$ cat src/rtl/encode_16_4_seq.sv
// Sequential 16-to-4 encoder: captures a multi-hot request vector and emits one set index per
// accepted handshake. Optional macro ENC_MERGE_EN lets loads during SCAN merge into the pending set.
module encode_16_4_seq #(
   parameter int unsigned N       = 16,
   parameter int unsigned W       = 4,
   parameter int unsigned LSB_PRI = 1
) (
   input  logic         clk,
   input  logic         rst_n,
   input  logic [N-1:0] req_in,
   input  logic         load,
   input  logic         ready_in,
   output logic [W-1:0] e_out,
   output logic         valid,
   output logic         busy,
   output logic         done,
   output logic         none
);

   typedef enum logic [0:0] {StIdle, StScan} state_e;

   state_e         state_q, state_d;
   logic [N-1:0]   pending_q, pending_d;
   logic [W-1:0]   e_out_q, e_out_d;
   logic           valid_q, valid_d;
   logic           done_q, done_d;
   logic           none_q, none_d;

   logic           fire;
   logic [N-1:0]   rem;
   logic [N-1:0]   merged;

   // Last matching write wins, so scan away from the preferred end.
   function automatic logic [W-1:0] pri(input logic [N-1:0] v);
      logic [W-1:0] idx;
      int unsigned  j;
      idx = '0;
      for (int unsigned i = 0; i < N; i++) begin
         j = (LSB_PRI != 0) ? (N - 1 - i) : i;
         if (v[j]) idx = W'(j);
      end
      return idx;
   endfunction

   assign fire = valid_q & ready_in;
   assign rem  = pending_q & ~(N'(1) << e_out_q);

   always_comb begin
      state_d   = state_q;
      pending_d = pending_q;
      e_out_d   = e_out_q;
      valid_d   = valid_q;
      done_d    = 1'b0;
      none_d    = 1'b0;
      merged    = pending_q;
      unique case (state_q)
         StIdle: begin
            if (load) begin
               if (|req_in) begin
                  pending_d = req_in;
                  e_out_d   = pri(req_in);
                  valid_d   = 1'b1;
                  state_d   = StScan;
               end else begin
                  none_d = 1'b1;
               end
            end
         end
         StScan: begin
            if (fire) merged = rem;
`ifdef ENC_MERGE_EN
            if (load) merged = merged | req_in;
`endif
            pending_d = merged;
            // e_out only advances on a fire so a stalled output stays stable.
            if (fire) begin
               if (|merged) begin
                  e_out_d = pri(merged);
               end else begin
                  valid_d = 1'b0;
                  done_d  = 1'b1;
                  state_d = StIdle;
               end
            end
         end
         default: state_d = StIdle;
      endcase
   end

   always_ff @(posedge clk or negedge rst_n) begin
      if (!rst_n) begin
         state_q   <= StIdle;
         pending_q <= '0;
         e_out_q   <= '0;
         valid_q   <= 1'b0;
         done_q    <= 1'b0;
         none_q    <= 1'b0;
      end else begin
         state_q   <= state_d;
         pending_q <= pending_d;
         e_out_q   <= e_out_d;
         valid_q   <= valid_d;
         done_q    <= done_d;
         none_q    <= none_d;
      end
   end

   assign e_out = e_out_q;
   assign valid = valid_q;
   assign busy  = (state_q == StScan);
   assign done  = done_q;
   assign none  = none_q;

endmodule

$ cat config.mk
export PLATFORM = sky130hd
export DESIGN_NAME = encode_16_4_seq
export DESIGN_NICKNAME = d
export VERILOG_FILES = /design/src/rtl/encode_16_4_seq.sv
export SDC_FILE = /design/constraint.sdc
export NUM_CORES = 1
export LEC_CHECK = 0
export ABC_AREA = 1
export CAP_MARGIN = 0
export CORE_UTILIZATION = 55
export CTS_BUF_LIST = sky130_fd_sc_hd__clkbuf_8 sky130_fd_sc_hd__clkbuf_16
export CTS_CLUSTER_DIAMETER = 30
export DETAILED_ROUTE_END_ITERATION = 6
export DONT_BUFFER_PORTS = 1
export PLACE_DENSITY = 0.73
export SLEW_MARGIN = 10
export SYNTH_ARGS = -nofsm -noshare
export SYNTH_HDL_FRONTEND = slang
export SYNTH_SLANG_ARGS = --single-unit
$ cat constraint.sdc
create_clock -name clk -period 1.9 [get_ports clk]
set_clock_uncertainty 0.05 [all_clocks]
set_input_delay 0.38 -clock clk [delete_from_list [all_inputs] [get_ports clk]]
set_output_delay 0.38 -clock clk [all_outputs]
set_load 0.005 [all_outputs]
Word level (Yosys, flattened, before mapping) --
Cells that the tools add are included. W data, S select, Z words.
Operators by class: reductions and logical operators 5, bitwise gates (word level) 4, equality and inequality tests 5, shift-type cells 1, muxes and demuxes 58
Operators by type and width (count):
- $mux W4 | 36
- $mux W16 | 4
- $pmux W16 S2 | 1
- $reduce_or A16 Y1 | 2
- $and A16 B16 Y16 | 1
- $not A16 Y16 | 1
- $shl A1 B4 Y16 const A | 1
- $mux W1 | 14
- $pmux W4 S2 | 1
- $reduce_and A4 Y1 | 2
- $ne A2 B2 Y1 const B | 3
- $ne A2 B1 Y1 const B | 2
- $pmux W1 S2 | 2
- $reduce_and A2 Y1 | 1
- $and A1 B1 Y1 | 1
- $not A1 Y1 | 1
Storage, ports and cells: flip-flop bits (word level) 24, input port bits 20

Depth between registers and ports, before layout --
depth in word-level cells 24, gate-level depth with buffers 20, gate-level depth less buffers 19

Least setup slack after synthesis --
OpenSTA, ideal clock, no wires.
path type flip-flop to flip-flop, start register e_out_q[1] (netlist: e_out[1]), end register e_out_q[0] (netlist: e_out[0]), cell stages (with the launch flop) 13, buffers on the path 1, setup slack 86 ps, data arrival time 1644 ps, required time 1730 ps, cell sequence dfrtp_1 buf_6 nand3_1 nor2_1 nor2_1 a21oi_2 inv_1 nor2_2 nand2_2 nor2_2 a211oi_2 o21a_1 a21oi_2
On the way: cells in the longest elaborated chain, start to end 24
Ends and longest elaborated chain:
- start, declared | line 24 | logic [W-1:0] e_out_q, e_out_d;
- start signal, assigned | line 101 | e_out_q <= e_out_d;
- $shl A1 B4 Y16 * | line 46 | assign rem = pending_q & ~(N'(1) << e_out_q);
- $not A16 Y16 * | line 46
- $and A16 B16 Y16 * | line 46
- $mux W16 * | line 70 | if (fire) merged = rem;
- $mux W16 * | line 56 | unique case (state_q)
- $mux W4 (16 in a row) | line 40 | if (v[j]) idx = W'(j);
- $mux W4 | line 77 | if (|merged) begin
- $mux W4 | line 76 | if (fire) begin
- $pmux W4 S2 | line 56
Every way passes the cells marked *; elsewhere a longest branch is shown, timed or not. The select of a mux whose other input is x is not followed. A chain may end at the register's enable or synchronous reset.

Worst setup path after layout --
start register e_out_q[2] (netlist: e_out[2]), end register e_out_q[0] (netlist: e_out[0])
Same word-level chain as after synthesis.

==> run metrics <==
Cell Area, Synth=1697 um2; Initial Utilization=59.97%; final worst setup slack=-0.08150 ns; clock-pin slew on the worst setup and hold paths=0.08 ns; PwrDens=1512 nW/um2; Slew HR=69.67%; most common cell after layout, fill and taps aside=nand2_1; Final min period=1.982 ns; synthesized instance count=248; root buffer cell=clkbuf_8; initial antenna violation count=0; Final Cell Area=2115 um2; clock sinks=24; most frequent cells in the layout=nand2_1, inv_1, o21ai_0; status=finished, violations left; Worst EP required=2.05 ns; vias per cell=5.528; share of layout cells above drive strength 1=32.01%; total power=3198 uW; Clk Latency, worst-skew pair=0.27 ns; ANT nets after route=0; Hold Crit Class=in2reg; Area growth, synth to finish=24.63%; Max Clk Rate=504.7 MHz; total track usage=27.50%; total gr overflow=0; smallest hold slack=0.1743 ns; Leakage Power=0.001124 uW; H-tree Lvls=1; first-pass GRT wire length=6831 um; YS warnings=0; CTS tree=done; ys async rst share=100.0%; Seq/Total Area, Yosys=35.40%; Mapped Avg Cell Area=6.841 um2; Final setup violation count=6; WS Path Type=reg2reg; # port buffers=0; Post-DP Area=1887 um2; IO Pins=28; Avg WL per Cell=14.54 um; Die H=57.54 um; routability cong.=0.9663; failing checks=DRC, setup timing; Nets=300; syn_nets=268; total core area=2829 um2; final WL=4493 um; Core Rows=19; Crit path arrival time=2.13 ns; maximum vdd drop=613.3 uV; CP Launch Type=flip-flop; Iter 0 DRT Violations=89; diode count=0; CP Capture Type=flip-flop; via count=1708; Yosys reg bits=24; number of global-route vias before repair=1537; Max clock buf depth=2; Hold Vio Cnt, Final=0; RSZ-0062 raised after global routing=yes; Worst-Margin Slew=0.4507 ns; Max Cap Viol=0; fin crit share=104.3%; Inserted Clock Buffers=3; CP Max Fanout=8; DR pass1 iterations=6; prevailing post-synth register cell=dfrtp_1; dpl hpwl=3160 um; EDFF count, synth=0; Distinct cells, synth=33; max-slew violations=0; Die X=57.54 um; largest net degree at the start of global routing=26; Die ar.=3311 um2; DRC violations left=3
==> stage by stage <==
stage	worst slack [ns]	util, %	setup TNS (ns)	std cells
final	-0.08150	74.75	-0.2420	309
after global routing	-0.2108	74.75	-0.9187	309
after CTS	-0.01802	70.68	-0.01802	303
after detailed placement	-0.1220	66.70	-0.2972	298
after global placement	-0.06707	66.70	-0.07586	298
after floorplan	0.08647	-	0	248
==> what timing repair did <==
| action | CTS | global route |
|---|---|---|
| hold buffers | 2 | 0 |
| endpoints found under the setup margin | 6 | 7 |
| hold endpoints to repair | 24 | 0 |
| pin swaps | 0 | 6 |
| buffers inserted | 0 | 6 |
| gates cloned | 0 | 0 |
| gates resized for setup | 10 | 20 |
==> cells in the mapped netlist (2+ instances only) <==
cell | number | area [um2]
nand4_1 | 3 | 18.77
nand2_2 | 12 | 75.07
nor4_1 | 5 | 31.28
nor2_2 | 5 | 31.28
a31oi_1 | 3 | 18.77
nand2_1 | 58 | 217.7
dfrtp_1 | 24 | 600.6
nor3_1 | 6 | 30.03
a21oi_2 | 2 | 17.52
a21oi_1 | 6 | 30.03
nor2_1 | 17 | 63.81
buf_6 | 2 | 22.52
nand3_1 | 5 | 25.02
inv_2 | 9 | 33.78
inv_1 | 35 | 131.4
nor3_2 | 4 | 40.04
clkbuf_1 | 3 | 11.26
nand3_2 | 2 | 20.02
o21ai_0 | 32 | 160.2
buf_2 | 2 | 10.01
==> registers in the layout (all words and copies together) (netlist names) <==
| name | flops |
|---|---|
| e_out | 4 |
| none | 1 |
| valid | 1 |
| done | 1 |
| pending_q | 16 |
| busy | 1 |
==> report_power, final <==
group | switching, uW | total, uW | internal (uW)
registers | 213 | 931 | 718
logic | 1090 | 1960 | 869
clock network | 163 | 305 | 142
==> per-layer routing <==
metal | global-route usage [%] | vias up | routed length, um
met5 | 0 | - | 0
met4 | 9.756 | 0 | 89
met3 | 4.308 | 9 | 299
met2 | 45.85 | 71 | 2159
met1 | 36.18 | 776 | 1944
li1 | - | 852 | -
==> cell type report <==
type / count / area [um2]
Multi-Input combinational cell: 172 / 979.7
Fill cell: 238 / 714.4
Sequential cell: 24 / 605.6
Timing Repair Buffer: 34 / 277.8
Inverter: 45 / 171.4
Clock buffer: 3 / 41.29
Tap cell: 31 / 38.79
==> worst paths after layout <==
check                      depth (start not counted)       endpoint  slack [ns]         start
setup / recovery                                  11       e_out[0]       -0.08      e_out[2]
hold / removal                                     2           none        0.17          load
setup reg to reg                                  11       e_out[0]       -0.08      e_out[2]
hold reg to reg                                    4   pending_q[0]        0.58  pending_q[0]
max in group asynchronous                          2       e_out[0]        1.15         rst_n
min in group asynchronous                          2  pending_q[14]        0.49         rst_n
==> critical path: stages (launching register included) <==
cell	delay (ns)
dfrtp_2	0.48
buf_4	0.17
nor3_4	0.20
nand2_1	0.09
nand2_1	0.09
nand2_1	0.11
nor2_2	0.14
nand2_2	0.10
nor2_4	0.14
a211oi_4	0.07
o21a_1	0.15
a21oi_2	0.13
==> logic make-up (layout without fill, tap and decap cells) <==
logic type / Yosys count / after routing / share of synthesized area (%)
AO/OA/AOI/OAI: 52 / 52 / 17.85
buffers and inverters: 52 / 82 / 12.54
flip-flops: 24 / 24 / 35.40
multiplexers: 1 / 1 / 0.5900
AND/OR/NAND/NOR: 119 / 119 / 33.63
Note: power is estimated with default switching activity, not from simulation.
